<file path="src/rtl/sw_loop_pkg.sv">
// Shared constants for the one-hot software loop and its monitor.
// Location indices, monitor state encoding and default loop constants.
package sw_loop_pkg;

  localparam int NLOC = 7;

  localparam int L0 = 0;
  localparam int L1 = 1;
  localparam int L2 = 2;
  localparam int L3 = 3;
  localparam int L4 = 4;
  localparam int L5 = 5;
  localparam int L6 = 6;

  typedef enum logic [2:0] {
    IDLE = 3'd0,
    RUN  = 3'd1,
    EXIT = 3'd2,
    FAIL = 3'd3,
    VIOL = 3'd4
  } mon_state_t;

  localparam int K_W     = 6;
  localparam int K_INIT  = 1;
  localparam int K_INC   = 3;
  localparam int K_COND  = 17;
  localparam int K_PROP  = 19;
  localparam int K_CW    = 4;

endpackage

</file>
<file path="src/rtl/sw_loop_monitor_if.sv">
// Sample bus from the loop model to its monitor.
// Carries loc_vld, the location vector loc and data register x.
interface sw_loop_monitor_if #(
  parameter int W = 6
) ();
  logic         loc_vld;
  logic [6:0]   loc;
  logic [W-1:0] x;

  modport master (output loc_vld, output loc, output x);
  modport slave  (input  loc_vld, input  loc, input  x);
endinterface

</file>
<file path="src/rtl/sw_loop_edge_chk.sv">
// Combinational CFG edge checker for one (prev, cur) sample pair.
// Ports: i_prev_loc/i_prev_x, i_loc/i_x in; o_onehot_ok, o_edge_ok, o_next_is_l5/l6, o_is_loopback out.
module sw_loop_edge_chk
  import sw_loop_pkg::*;
#(
  parameter int W     = K_W,
  parameter int KINC  = K_INC,
  parameter int KCOND = K_COND,
  parameter int KPROP = K_PROP
) (
  input  logic [6:0]   i_prev_loc,
  input  logic [W-1:0] i_prev_x,
  input  logic [6:0]   i_loc,
  input  logic [W-1:0] i_x,
  output logic         o_onehot_ok,
  output logic         o_edge_ok,
  output logic         o_next_is_l5,
  output logic         o_next_is_l6,
  output logic         o_is_loopback
);

  logic [W-1:0] w_inc_x;
  logic         w_same_x;
  logic         w_inc_ok;
  logic         w_lt_prop;
  logic         w_lt_cond;
  logic         w_stutter;
  logic         w_cfg_ok;

  assign w_inc_x   = i_prev_x + W'(KINC);
  assign w_same_x  = (i_x == i_prev_x);
  assign w_inc_ok  = (i_x == w_inc_x);
  assign w_lt_prop = (i_prev_x < W'(KPROP));
  assign w_lt_cond = (i_prev_x < W'(KCOND));

  // Holding still is fine anywhere before the terminal locations.
  assign w_stutter = (i_loc == i_prev_loc) && w_same_x
                   && (|i_prev_loc[L4:L0]);

  always_comb begin
    w_cfg_ok = 1'b0;
    case (1'b1)
      i_prev_loc[L0]: w_cfg_ok = i_loc[L1] & w_same_x;
      i_prev_loc[L1]: w_cfg_ok = (i_loc[L2] & w_lt_prop & w_inc_ok)
                               | (i_loc[L6] & ~w_lt_prop & w_same_x);
      i_prev_loc[L2]: w_cfg_ok = i_loc[L3] & w_same_x;
      i_prev_loc[L3]: w_cfg_ok = ((i_loc[L1] & w_lt_cond)
                               | (i_loc[L4] & ~w_lt_cond)) & w_same_x;
      i_prev_loc[L4]: w_cfg_ok = ((i_loc[L5] & w_lt_prop)
                               | (i_loc[L6] & ~w_lt_prop)) & w_same_x;
      i_prev_loc[L5]: w_cfg_ok = i_loc[L5] & w_same_x;
      i_prev_loc[L6]: w_cfg_ok = i_loc[L6] & w_same_x;
      default:        w_cfg_ok = 1'b0;
    endcase
  end

  assign o_onehot_ok   = $onehot(i_loc);
  assign o_edge_ok     = w_cfg_ok | w_stutter;
  assign o_next_is_l5  = i_loc[L5];
  assign o_next_is_l6  = i_loc[L6];
  assign o_is_loopback = i_prev_loc[L3] & i_loc[L1]
                       & w_lt_cond & w_same_x;

endmodule

</file>
<file path="src/rtl/sw_loop_monitor.sv">
// Replays the loop CFG on each valid sample; flags violations, counts iterations.
// Ports: clk, rst, smp (loc_vld/loc/x); state, iter_cnt, viol, err_hit, done, prop out.
module sw_loop_monitor
  import sw_loop_pkg::*;
#(
  parameter int W     = K_W,
  parameter int KINIT = K_INIT,
  parameter int KINC  = K_INC,
  parameter int KCOND = K_COND,
  parameter int KPROP = K_PROP,
  parameter int CW    = K_CW
) (
  input  logic                clk,
  input  logic                rst,
  sw_loop_monitor_if.slave    smp,
  output logic [2:0]          state,
  output logic [CW-1:0]       iter_cnt,
  output logic                viol,
  output logic                err_hit,
  output logic                done,
  output logic                prop
);

  mon_state_t   r_state;
  mon_state_t   w_nxt;
  logic [6:0]   r_prev_loc;
  logic [W-1:0] r_prev_x;
  logic [CW-1:0] r_iter;
  logic         r_viol;
  logic         r_err;

  logic w_onehot;
  logic w_edge;
  logic w_l5;
  logic w_l6;
  logic w_loop;
  logic w_ok;
  logic w_first_ok;
  logic w_cnt_inc;

  sw_loop_edge_chk #(
    .W     (W),
    .KINC  (KINC),
    .KCOND (KCOND),
    .KPROP (KPROP)
  ) u_edge (
    .i_prev_loc    (r_prev_loc),
    .i_prev_x      (r_prev_x),
    .i_loc         (smp.loc),
    .i_x           (smp.x),
    .o_onehot_ok   (w_onehot),
    .o_edge_ok     (w_edge),
    .o_next_is_l5  (w_l5),
    .o_next_is_l6  (w_l6),
    .o_is_loopback (w_loop)
  );

  assign w_ok       = w_onehot & w_edge;
  assign w_first_ok = (smp.loc == 7'b0000001)
                    && (smp.x == W'(KINIT));

  always_comb begin
    w_nxt     = r_state;
    w_cnt_inc = 1'b0;
    case (r_state)
      IDLE: w_nxt = w_first_ok ? RUN : VIOL;
      RUN: begin
        if (!w_ok)     w_nxt = VIOL;
        else if (w_l5) w_nxt = EXIT;
        else if (w_l6) w_nxt = FAIL;
        else           w_nxt = RUN;
        w_cnt_inc = w_ok & w_loop;
      end
      // Terminal samples must repeat the last one exactly.
      EXIT, FAIL: w_nxt = w_ok ? r_state : VIOL;
      default:    w_nxt = VIOL;
    endcase
  end

  always_ff @(posedge clk) begin
    if (rst) begin
      r_state    <= IDLE;
      r_prev_loc <= '0;
      r_prev_x   <= '0;
      r_iter     <= '0;
      r_viol     <= 1'b0;
      r_err      <= 1'b0;
    end else if (smp.loc_vld) begin
      r_state    <= w_nxt;
      r_prev_loc <= smp.loc;
      r_prev_x   <= smp.x;
      if (w_cnt_inc && (r_iter != {CW{1'b1}}))
        r_iter <= r_iter + 1'b1;
      if (w_nxt == VIOL) r_viol <= 1'b1;
      if (w_nxt == FAIL) r_err  <= 1'b1;
    end
  end

  assign state    = r_state;
  assign iter_cnt = r_iter;
  assign viol     = r_viol;
  assign err_hit  = r_err;
  assign done     = (r_state == EXIT) || (r_state == FAIL)
                 || (r_state == VIOL);
  assign prop     = !r_err && !r_viol;

endmodule
</file>
<file path="src/flat_wrapper.sv">
// flat-port wrapper written by rule: the top's interface ports become plain ports
module sw_loop_monitor_flat import sw_loop_pkg::*;
#(
  parameter int W     = K_W,
  parameter int KINIT = K_INIT,
  parameter int KINC  = K_INC,
  parameter int KCOND = K_COND,
  parameter int KPROP = K_PROP,
  parameter int CW    = K_CW
)
  (clk, rst, state, iter_cnt, viol, err_hit, done, prop, smp_loc_vld, smp_loc, smp_x);
  sw_loop_monitor_if #(.W(W)) smp_i ();
  input  logic clk;
  input  logic rst;
  output logic [2:0] state;
  output logic [CW-1:0] iter_cnt;
  output logic viol;
  output logic err_hit;
  output logic done;
  output logic prop;
  input wire logic [$bits(smp_i.loc_vld)-1:0] smp_loc_vld;
  input wire logic [$bits(smp_i.loc)-1:0] smp_loc;
  input wire logic [$bits(smp_i.x)-1:0] smp_x;
  assign smp_i.loc_vld = smp_loc_vld;
  assign smp_i.loc = smp_loc;
  assign smp_i.x = smp_x;
  sw_loop_monitor #(.W(W), .KINIT(KINIT), .KINC(KINC), .KCOND(KCOND), .KPROP(KPROP), .CW(CW)) u_core (.clk(clk), .rst(rst), .smp(smp_i), .state(state), .iter_cnt(iter_cnt), .viol(viol), .err_hit(err_hit), .done(done), .prop(prop));
endmodule
</file>
<file path="config.mk">
export PLATFORM = sky130hd
export DESIGN_NAME = sw_loop_monitor_flat
export DESIGN_NICKNAME = d
export VERILOG_FILES = /design/src/rtl/sw_loop_pkg.sv /design/src/rtl/sw_loop_monitor_if.sv /design/src/rtl/sw_loop_edge_chk.sv /design/src/rtl/sw_loop_monitor.sv /design/src/flat_wrapper.sv
export SDC_FILE = /design/constraint.sdc
export NUM_CORES = 1
export LEC_CHECK = 0
export ABC_AREA = 1
export BUFFER_PORTS_ARGS = -buffer_cell sky130_fd_sc_hd__buf_2
export CAP_MARGIN = 20
export CORE_MARGIN = 4
export CORE_UTILIZATION = 55
export DETAILED_ROUTE_END_ITERATION = 8
export PLACE_DENSITY_LB_ADDON = 0.2
export SKIP_CTS_REPAIR_TIMING = 1
export SYNTH_ARGS = -nofsm -noshare
export SYNTH_HDL_FRONTEND = slang
export SYNTH_SLANG_ARGS = --single-unit
export TNS_END_PERCENT = 10
</file>
<file path="constraint.sdc">
create_clock -name clk -period 10.13 [get_ports clk]
set_clock_uncertainty 0.2 [all_clocks]
set_input_delay 1.5195 -clock clk [delete_from_list [all_inputs] [get_ports clk]]
set_output_delay 1.5195 -clock clk [all_outputs]
set_load 0.005 [all_outputs]
</file>
==> results by group <==
Worst setup path
  – Worst-path maximum fanout: 5
  – Worst setup SP type: input port
  – Critical Path AT: 4.34 ns
  – Worst setup path class: in2reg
  – CP endpoint kind: flip-flop
  – Worst EP required: 10.15 ns

Drt
  – Final WL: about 3800 um
  – Drt wl/cell: 12.4 um
  – Via-to-Cell Ratio: 5.28
  – Post-route antenna net violation count: 0
  – Vias: 1,638
  – DRC viols: 0
  – DRT iter0 DRCs: 115
  – Pre-Repair DR Iteration Count: 4

Synth
  – Mapped Area: 0.00163 mm2
  – Post-synth top area share: 27.1%
  – Cell taking the most area after synthesis: dfxtp_1
  – Post-Synthesis Cells: 253
  – Yosys cell types: 30
  – Yosys reg bits: 22
  – Sequential-to-total area share from yosys stat: 27.1%
  – Top cells by area, synth: dfxtp_1 (27%), nand2_1 (13%), inv_1 (7.6%)
  – Synthesized area per cell: 6.42 um2
  – Synth Net Count: 277
  – Syn. warnings: 0

STA
  – Setup TNS: 0 ns
  – Peak Freq: approximately 230 MHz
  – Final worst setup slack: 5.81 ns
  – Worst hold slack: 0.280 ns
  – Final worst-path cycle share: 42.7%
  – Final max-slew violation count: 0
  – Final setup viols: 0
  – RSZ-0062 raised after global routing: no
  – Slew @ Worst Pin: 0.527 ns
  – Fin. Hold Viols: 0
  – Clock period minus worst slack: 4.32 ns
  – Relative slew slack: 64.6%

Place
  – Pre-CTS setup slack: 5.47 ns
  – Dpl hpwl: 2910 um
  – GP Congestion: 0.890
  – Dpl cell area: 0.00178 mm2
  – Placed instance count: 306
  – Port Buffers: 26

Power
  – Leak: roughly 0.00092 uW
  – Total power per unit cell area: 121 mW/mm2
  – Peak supply drop: 0.000101 V

Clocking
  – Skew-Pair Late Insertion Delay: 0.32 ns
  – Reg clk slew, reported paths: 0.12 ns
  – Cts bufs inserted: 3
  – Clock sinks: 22
  – Clock root buffer: clkbuf_4
  – Clk buf depth: 2
  – CTS tree: yes
  – H-tree depth: 1

Run
  – Max_cap viols: 0

Global route
  – Remaining global-route overflow: 0
  – Vias in the first global route: 1,491
  – Largest net degree at the start of global routing: 29
  – Initial antenna violation count: 0
  – First-pass GRT wire length: between 6000 and 7000 um
  – Tot GR Track Use: 20.2%

Floorplanning
  – Starting density of the core: 58.4%
  – Ports: 27
  – Die Y: 62.4 um
  – Core Area: roughly 0.0028 mm2
  – DIE AREA: 0.00389 mm2
  – # rows: 19
  – Die extent in x: 62.4 um

Final layout
  – Share of cells above drive strength 1: 19.4%
  – NumNets Final: 304
  – Fin cells: 310
  – Area delta synth->final: 12.6%
  – Cell area after layout: about 0.0018 mm2
  – Fillers: 271
  – # diodes: 0

Hold path
  – Hold crit path type: reg2reg

Status
  – Status: finished, final reports clean
-- synthesized netlist by cell type --
library cell,n
xnor2_1,4
buf_1,1
buf_2,1
a21oi_1,21
xor2_1,1
inv_2,6
a21boi_0,1
nand2_2,5
nor3b_2,1
inv_1,33
o21ai_1,2
ha_1,4
nor3_1,1
a211oi_1,1
dfxtp_1,22
o21ai_0,18
a21oi_2,1
fa_1,4
nand2_1,57
or2_2,1
nand3_1,18
nand4_1,6
clkbuf_1,2
o21a_1,1
nor2_2,4
nor2_4,4
a21o_1,1
nand3_2,2
nor4_1,2
nor2_1,28
-- cell usage in the layout, fill, tap and decap left out, types with 3 or more instances in the layout --
cell	count
inv_2	6
xnor2_1	4
o21ai_0	18
inv_1	33
buf_2	26
nand2_2	5
nor2_1	28
nand2_1	57
nand3_1	18
ha_1	4
fa_1	4
dfxtp_1	22
nor2_2	4
nand4_1	6
nor2_4	4
clkbuf_4	3
a21oi_1	21
-- worst paths after layout --
path	from	end	slack (ns)	depth (start not counted)
min reg2reg	u_core.viol	u_core.viol	0.28	2
max	smp_loc[0]	u_core.iter_cnt[3]	5.81	13
min	u_core.viol	u_core.viol	0.28	2
max reg2reg	u_core.r_prev_x[1]	u_core.iter_cnt[3]	7.78	15
-- where the power goes --
group	total, uW	internal [uW]	leakage, uW	switching [uW]
clock	69.5	40.0	0.0000279	29.5
combinational	53.7	20.6	0.000707	33.0
sequential	97.7	91.1	0.000182	6.55
-- sequential cells by signal, summed over array words and instances, names as in the netlist --
signal             flops
u_core.err_hit         1
u_core.r_prev_loc      7
u_core.state           3
u_core.iter_cnt        4
u_core.viol            1
u_core.r_prev_x        6
-- per-stage QoR --
| step | utilization, % | power (uW) |
|---|---|---|
| 2_1_floorplan | - | 137 |
| 3_3_place_gp | 63.9 | 151 |
| 3_5_place_dp | 63.9 | 152 |
| 4_1_cts | 65.8 | 222 |
| 5_1_grt | 65.8 | 235 |
| 6_report | 65.8 | 221 |
-- logic make-up (layout without fill, tap and decap cells) --
family / Yosys count / count (layout) / share of synthesized area (%)
flip-flops: 22 / 22 / 27.1
AND/OR/NAND/NOR: 129 / 129 / 37.2
AO/OA/AOI/OAI: 46 / 46 / 15.0
adder cells (fa/ha/maj): 8 / 8 / 8.01
buffers and inverters: 43 / 69 / 10.0
XOR/XNOR: 5 / 5 / 2.69
-- critical path, cell delays in order --
cell     delay [ns]
buf_2          0.13
fa_1           0.55
inv_1          0.05
fa_1           0.45
fa_1           0.39
fa_1           0.50
nand2_1        0.05
nor2_1         0.23
nand3_2        0.17
nor2_2         0.13
nand3_1        0.07
nand2_1        0.06
nor2_1         0.04
-- per-layer routing --
layer	GRT usage (%)	vias up	routed length (um)
met5	0	-	0
met4	5.57	0	47
met3	4.86	8	203
met2	32.9	41	1750
met1	26.6	723	1850
li1	-	866	-
-- area by class of cell --
class | count | area, um2 | share of cell area [%]
clock buffers | 3 | 22.5 | 1.23
clock inverters | 1 | 30.0 | 1.64
inverters | 39 | 146 | 8.00
multi-input cells | 188 | 1020 | 55.8
flip-flops and latches | 22 | 440 | 24.1
well taps | 31 | 38.8 | 2.12
repair buffers | 26 | 130 | 7.11
(Power assumes the default switching activity.)
